`config.mk`:
```
export PLATFORM = sky130hd
export DESIGN_NAME = pin_scanner
export DESIGN_NICKNAME = d
export VERILOG_FILES = /design/src/rtl/pin_scanner.sv
export SDC_FILE = /design/constraint.sdc
export NUM_CORES = 1
export LEC_CHECK = 0
export CORE_ASPECT_RATIO = 1.25
export CORE_MARGIN = 10
export CORE_UTILIZATION = 30
export CTS_CLUSTER_DIAMETER = 120
export DETAILED_ROUTE_END_ITERATION = 16
export GPL_TIMING_DRIVEN = 1
export SETUP_SLACK_MARGIN = 0.05
export SLEW_MARGIN = 20
export SYNTH_ARGS = -nofsm -noshare
export SYNTH_HDL_FRONTEND = slang
export SYNTH_SLANG_ARGS = --single-unit
```
`constraint.sdc`:
```
create_clock -name arduino_clk -period 2.6 [get_ports arduino_clk]
set_input_delay 0.39 -clock arduino_clk [delete_from_list [all_inputs] [get_ports arduino_clk]]
set_output_delay 0.39 -clock arduino_clk [all_outputs]
set_load 0.01 [all_outputs]
```
`src/rtl/pin_scanner.sv`:
```
// pin_scanner: one-hot scanner for the Arduino-facing pin bank.
// Drives one unmasked pin at a time in ascending order. Each pin is held
// for dwell+1 cycles and followed by a single all-low gap cycle. Runs
// continuously, or for one frame per start pulse when one_shot=1.
module pin_scanner #(
  parameter int NUM_PINS = 6,
  parameter int IDX_W    = 3,
  parameter int DWELL_W  = 8
) (
  input  logic                arduino_clk,
  input  logic                arduino_rst_n,
  input  logic                enable,
  input  logic                one_shot,
  input  logic                start,
  input  logic [DWELL_W-1:0]  dwell,
  input  logic [NUM_PINS-1:0] skip_mask,
  output logic [NUM_PINS-1:0] pins,
  output logic [IDX_W-1:0]    pin_idx,
  output logic                pin_valid,
  output logic                frame_done,
  output logic                busy
);

  typedef enum logic [1:0] {
    ST_IDLE  = 2'd0,
    ST_DRIVE = 2'd1,
    ST_GAP   = 2'd2
  } state_t;

  localparam logic [NUM_PINS-1:0] PIN_ONE = NUM_PINS'(1);

  state_t             state;
  logic [DWELL_W-1:0] dwell_cnt;

  logic               first_found;
  logic [IDX_W-1:0]   first_idx;
  logic               next_found;
  logic [IDX_W-1:0]   next_idx;

  // Lowest unmasked pin, scanning downwards so the lowest index wins last.
  always_comb begin
    first_found = 1'b0;
    first_idx   = '0;
    for (int i = NUM_PINS - 1; i >= 0; i--) begin
      if (!skip_mask[i]) begin
        first_found = 1'b1;
        first_idx   = IDX_W'(i);
      end
    end
  end

  // Lowest unmasked pin strictly above the one currently held in pin_idx.
  always_comb begin
    next_found = 1'b0;
    next_idx   = '0;
    for (int i = NUM_PINS - 1; i >= 0; i--) begin
      if (!skip_mask[i] && (i > int'(pin_idx))) begin
        next_found = 1'b1;
        next_idx   = IDX_W'(i);
      end
    end
  end

  // Scanner FSM with every output registered alongside the state.
  // frame_done is decided on the way into GAP, so it marks the gap that
  // follows the last unmasked pin of the frame.
  always_ff @(posedge arduino_clk or negedge arduino_rst_n) begin
    if (!arduino_rst_n) begin
      state      <= ST_IDLE;
      pins       <= '0;
      pin_idx    <= '0;
      pin_valid  <= 1'b0;
      frame_done <= 1'b0;
      busy       <= 1'b0;
      dwell_cnt  <= '0;
    end else begin
      frame_done <= 1'b0;
      case (state)
        ST_IDLE: begin
          if (enable && (!one_shot || start) && first_found) begin
            state     <= ST_DRIVE;
            pin_idx   <= first_idx;
            pins      <= PIN_ONE << first_idx;
            pin_valid <= 1'b1;
            busy      <= 1'b1;
            dwell_cnt <= dwell;
          end
        end

        ST_DRIVE: begin
          if (!enable) begin
            state     <= ST_IDLE;
            pins      <= '0;
            pin_idx   <= '0;
            pin_valid <= 1'b0;
            busy      <= 1'b0;
            dwell_cnt <= '0;
          end else if (dwell_cnt == '0) begin
            state      <= ST_GAP;
            pins       <= '0;
            pin_valid  <= 1'b0;
            frame_done <= !next_found;
          end else begin
            dwell_cnt <= dwell_cnt - 1'b1;
          end
        end

        ST_GAP: begin
          if (!enable) begin
            state     <= ST_IDLE;
            pin_idx   <= '0;
            busy      <= 1'b0;
            dwell_cnt <= '0;
          end else if (!frame_done && next_found) begin
            state     <= ST_DRIVE;
            pin_idx   <= next_idx;
            pins      <= PIN_ONE << next_idx;
            pin_valid <= 1'b1;
            dwell_cnt <= dwell;
          end else if (!one_shot && first_found) begin
            state     <= ST_DRIVE;
            pin_idx   <= first_idx;
            pins      <= PIN_ONE << first_idx;
            pin_valid <= 1'b1;
            dwell_cnt <= dwell;
          end else begin
            state     <= ST_IDLE;
            pin_idx   <= '0;
            busy      <= 1'b0;
            dwell_cnt <= '0;
          end
        end

        default: begin
          state     <= ST_IDLE;
          pins      <= '0;
          pin_idx   <= '0;
          pin_valid <= 1'b0;
          busy      <= 1'b0;
          dwell_cnt <= '0;
        end
      endcase
    end
  end

endmodule

```
After elaboration in Yosys (flattened, before gate mapping)
Index checks and enable logic that the tools add are counted.

Reductions and logical operators: 25. Order comparisons: 5. Shift operators: 2. $add $sub $neg: 1. Muxes and demuxes: 64. Eq/ne operators: 10.

Operators with widths (number): 3-bit 2-to-1 mux (16); 8-bit 2-to-1 mux (6); 6-bit 2-to-1 mux (6); 1-bit 2-to-1 mux (27); 8-bit case mux with 3 select lines (1); 6-bit case mux with 3 select lines (1); 3-bit inequality test (second input constant) (5); 1-bit by 3-bit << shifter with 6-bit output (first input constant) (2); 1-bit logical AND (9); 3-bit case mux with 3 select lines (1); 1-bit logical NOT (8); 8-bit logical NOT (1); 4-bit AND reduction (2); 8-bit by 1-bit subtractor with 8-bit output (second input constant) (1); 2-bit by 3-bit greater-than comparator with 1-bit output (first input constant) (2); 3-bit greater-than comparator (first input constant) (2); 2-bit 2-to-1 mux (3); 2-bit inequality test (second input constant) (3); 1-bit case mux with 3 select lines (2); 2-bit case mux with 3 select lines (1); 2-bit AND reduction (3); 1-bit by 3-bit greater-than comparator with 1-bit output (first input constant) (1); 2-bit by 1-bit equality test with 1-bit output (second input constant) (1); 2-bit equality test (second input constant) (1); 2 further kinds (2).

Output and inout bits: 12. Register bits after elaboration: 22.

Logic depth before layout (Yosys ltp)
Depth after elaboration: 11. Mapped depth: 8. Mapped depth without buffers: 7.

Least setup slack after synthesis
No wires, ideal clock.

Path kind: reg2reg. From: reg pin_idx[0]. To: reg pins[0]. Arrival time: 1.998 ns. Period minus slack after synthesis: 2.123 ns. Library setup time: 0.125 ns. Buffers on the path: 2. Path slack: 0.477 ns. Cell stages (with the launch flop): 8. Required time: 2.475 ns. Cells stage by stage: dfrtp_1 > buf_6 > o31a_1 > nor3_4 > o31ai_2 > a311o_1 > buf_6 > mux2_4.

Longest elaborated chain between the ends: 11. Elaborated cells on any way between the ends: 27. Classes of those cells: order compare (5); eq/ne (1); shift (1); mux (13); reduce/logical (7).

Ends and longest elaborated chain: start: declaration (RTL line 18) `output logic [IDX_W-1:0] pin_idx,`; start signal: assignment (RTL line 82) `pin_idx <= first_idx;`; start signal: assignment (RTL line 116) `pin_idx <= next_idx;`; start signal: assignment (RTL line 122) `pin_idx <= first_idx;`; 3-bit greater-than comparator (RTL line 57) `if (!skip_mask[i] && (i > int'(pin_idx))) begin`; 1-bit logical AND (RTL line 57); 3-bit 2-to-1 mux / 1-bit 2-to-1 mux (equally long branches) (5 in series) (RTL line 57); 1-bit by 3-bit << shifter with 6-bit output / 1-bit logical AND (equally long branches) (RTL line 117, 114); 6-bit 2-to-1 mux (RTL line 114) `end else if (!frame_done && next_found) begin`; 6-bit 2-to-1 mux (RTL line 109) `if (!enable) begin`; 6-bit case mux with 3 select lines (RTL line 78) `case (state)`; end signal: assignment (RTL line 83) `pins <= PIN_ONE << first_idx;`; end signal: assignment (RTL line 117) `pins <= PIN_ONE << next_idx;`; end signal: assignment (RTL line 123) `pins <= PIN_ONE << first_idx;`; end: declaration (RTL line 17) `output logic [NUM_PINS-1:0] pins,`.

Several ways; a longest one is shown, not always the timed one. The select of a mux whose other input is x is not followed. A chain may end at the register's enable or synchronous reset.

Final worst setup path
From: in skip_mask[3]. To: reg pins[4].

Longest elaborated chain between the ends: 9. Elaborated cells on any way between the ends: 29. Classes of those cells: eq/ne (2); shift (2); mux (19); reduce/logical (6).

Ends and longest elaborated chain: start: declaration (RTL line 16) `input logic [NUM_PINS-1:0] skip_mask,`; 3-bit 2-to-1 mux / 1-bit logical NOT (equally long branches) (RTL line 45, 57); 3-bit 2-to-1 mux / 1-bit logical AND (equally long branches) (RTL line 45, 57); 3-bit 2-to-1 mux, or another cell as far along (2 in series) (RTL line 45) `if (!skip_mask[i]) begin`; 1-bit by 3-bit << shifter with 6-bit output, or another cell as far along (RTL line 83, 123); 6-bit 2-to-1 mux, or another cell as far along (RTL line 120) `end else if (!one_shot && first_found) begin`; 6-bit 2-to-1 mux (RTL line 114); 6-bit 2-to-1 mux (RTL line 109); 6-bit case mux with 3 select lines (RTL line 78).

Several ways; a longest one is shown, not always the timed one. The select of a mux whose other input is x is not followed.

==> flow_summary.ini <==
[outcome]
status = completed

[floorplan]
dieWidth_microns = 85.0
die_h_microns = 101
num_io_pins = 31
placementRows = 29
core_area_sq_um = 5120
start_util_pct = 31.0
die_area_sq_um = 8620

[global_route]
grtUsageTotal_pct = 10.3
use_met2_pct = 17.4
grt_max_degree = 23
grt_pass1_vias = 1498
gr-usage-met3_pct = 1.93
use_met1_pct = 12.6
grt_first_pass_wirelength_microns = 7460
overflow = 0
antenna_found_initial = 0
grt-busiest-layer = met2

[routing]
wire_per_inst_microns = 16.1
wl_microns = 4480
vias_per_cell = 5.55
ant_nets = 0
firstDrtPassIters = 4
drc = 0
vias = 1543
drtIter0Drc = 116

[power_and_ir_drop]
seq_power_share_pct = 33.1
pwr-share-clk_pct = 12.7
power_density_nw_per_um2 = 953
power_frac_comb_pct = 54.2
power.leakage_nw = 0.867
switchingPower_mw = 0.833
p_int_mw = 1.15
switching_share_pct = 42.0
peakVddDrop_uv = 374

[synth]
ys_seq_area_share_pct = 34.7
synth_top_flop_cell = dfrtp_1
syn_avg_cell_area_sq_um = 9.01
syn-instance-count = 176
synth_largest_area_cell = dfrtp_1
ys_types = 55
synth_nets = 197
synth.top_cell.area_share_pct = 34.7
synthArstFlopShare_pct = 100
synth_area_leaders = dfrtp_1, mux2_4, a21oi_1
synth-seq-cells = 22
netlist_area_sq_um = 1590
synth_edf_count = 0
yosys_warnings = 0

[cts]
cts_made_buffers = 3
postCtsHoldBufs = 0
max-clock-path-buffers = 2
root_buffer = clkbuf_8
post-cts-setup-buffers = 0
cts_tree = built
worstSkewPairLatency_ns = 0.27
cts.sinks = 22
clk_transition_reported_paths_ns = 0.08
cts_resized = 0
htreeDepth = 1

[timing]
clock.fmax_mhz = 437
setup_violations = 0
fin_skew_ns = 0.00178
period_share_pct = 88.0
tns_ns = 0
worst_pin_slew_ns = 0.531
slew_violations = 0
rsz0062_at_grt = false
slew_headroom_pct = 64.5
period_minus_slack_ns = 2.29
hold_violations = 0

[layout]
stdcell_area_sq_um = 2080
final_common_cell = clkdlybuf4s50_1
fill_cells = 523
syn2layout_area_growth_pct = 31.2
layout_common_cells = clkdlybuf4s50_1, dfrtp_1, buf_4, nor2_1
drive_gt1_share_pct = 13.4
nets = 238
n_antenna_cell = 0

[placement]
portBuffers = 30
place_area_sq_um = 2030
place_congestion = 0.906
dp_hpwl_microns = 3520

[critical_path]
critPathMaxStageDelay_ns = 0.56
crit_fanout = 7
arrival_ns = 2.45
path_cells = clkdlybuf4s50_1 -> a21oi_1 -> a22o_1 -> o31ai_2 -> a311o_1 -> mux2_4
crit_type = in -> reg
slowest_stage = clkdlybuf4s50_1
cp.required_ns = 2.76
end_kind = flop
setup.worst_path.start_class = input port

[worst_hold_path]
hold_class = in -> async

[job]
cap_violations = 0
[cell type report]
cell class / count / area [sq um] / share of cell area [%]
Clock buffer: 4 / 55.1 / 2.65
Inverter: 9 / 33.8 / 1.62
Multi-Input combinational cell: 136 / 951 / 45.7
Sequential cell: 22 / 551 / 26.5
Tap cell: 62 / 77.6 / 3.73
Timing Repair Buffer: 45 / 413 / 19.8
[cells in the mapped netlist, drive strengths merged, types with 2 or more instances]
cell type and count:
a21boi 2, and2 2, o31a 2, o21a 3
o21ai 11, nor3 11, o211ai 4, mux2i 3
ha 2, dfrtp 22, and4 2, nand3 2
o32a 2, inv 9, nor2 13, or3 4
a31oi 3, mux2 6, or4 3, a21oi 10
o31ai 5, a21o 2, and3 3, o32ai 2
a221o 4, clkbuf 4, nand2b 2, nor2b 2
a22o 2, o22a 2, buf 5, nand2 10
[sequential cells by signal (all words and copies together) (netlist names)]
| register | cells |
|---|---|
| dwell_cnt | 8 |
| pin_valid | 1 |
| state | 2 |
| pins | 6 |
| frame_done | 1 |
| busy | 1 |
| pin_idx | 3 |
[metal layers]
layer / vias to the layer above / wire, microns
met3: 6 / 245
met1: 746 / 1970
met4: 0 / 53
li1: 753 / -
met5: - / 0
met2: 38 / 2210
[power by group through the flow]
stage / sequential [mW] / combinational [mW] / clock (mW)
after CTS: 0.658 / 1.09 / 0.257
after detailed placement: 0.664 / 1.08 / 0
after global routing: 0.682 / 1.19 / 0.277
final: 0.657 / 1.07 / 0.251
after global placement: 0.665 / 1.08 / 0
after floorplan: 0.589 / 0.772 / 0
[worst max-delay path: cells and delay by family]
kind | cells | cell delay, ns
AO/OA/AOI/OAI | 4 | 1.15
buffers and inverters | 1 | 0.56
multiplexers | 1 | 0.34
[logic make-up after synthesis]
family | count (synthesis) | synth area share, %
adder cells (fa/ha/maj) | 2 | 1.58
AO/OA/AOI/OAI | 61 | 28.2
flip-flops | 22 | 34.7
buffers and inverters | 18 | 5.36
AND/OR/NAND/NOR | 62 | 21.8
multiplexers | 9 | 7.33
XOR/XNOR | 2 | 1.10
[final timing paths]
| path | from | endpoint | slack (ns) | cells past startpoint |
|---|---|---|---|---|
| max in group asynchronous | arduino_rst_n | pin_idx[0] | 1.91 | 2 |
| worst min register to register | pin_valid | pin_valid | 0.49 | 1 |
| min in group arduino_clk | pin_valid | pin_valid | 0.49 | 1 |
| worst max-delay path | skip_mask[3] | pins[4] | 0.31 | 6 |
| worst max register to register | pin_idx[1] | pins[4] | 0.36 | 5 |
| worst min-delay path | arduino_rst_n | dwell_cnt[0] | 0.46 | 2 |
[stage by stage]
stage	power [mW]	hold slack, ns	setup WS [ns]	utilization (%)	instances
after floorplan	1.36	0.0944	0.477	-	176
after global placement	1.74	0.475	0.0815	39.6	274
after detailed placement	1.74	0.469	0.0488	39.6	274
after CTS	2.00	0.480	0.321	40.7	278
after global routing	2.15	0.491	0.204	40.7	278
final	1.98	0.464	0.313	40.7	278
Note: power is estimated with default switching activity, not from simulation.
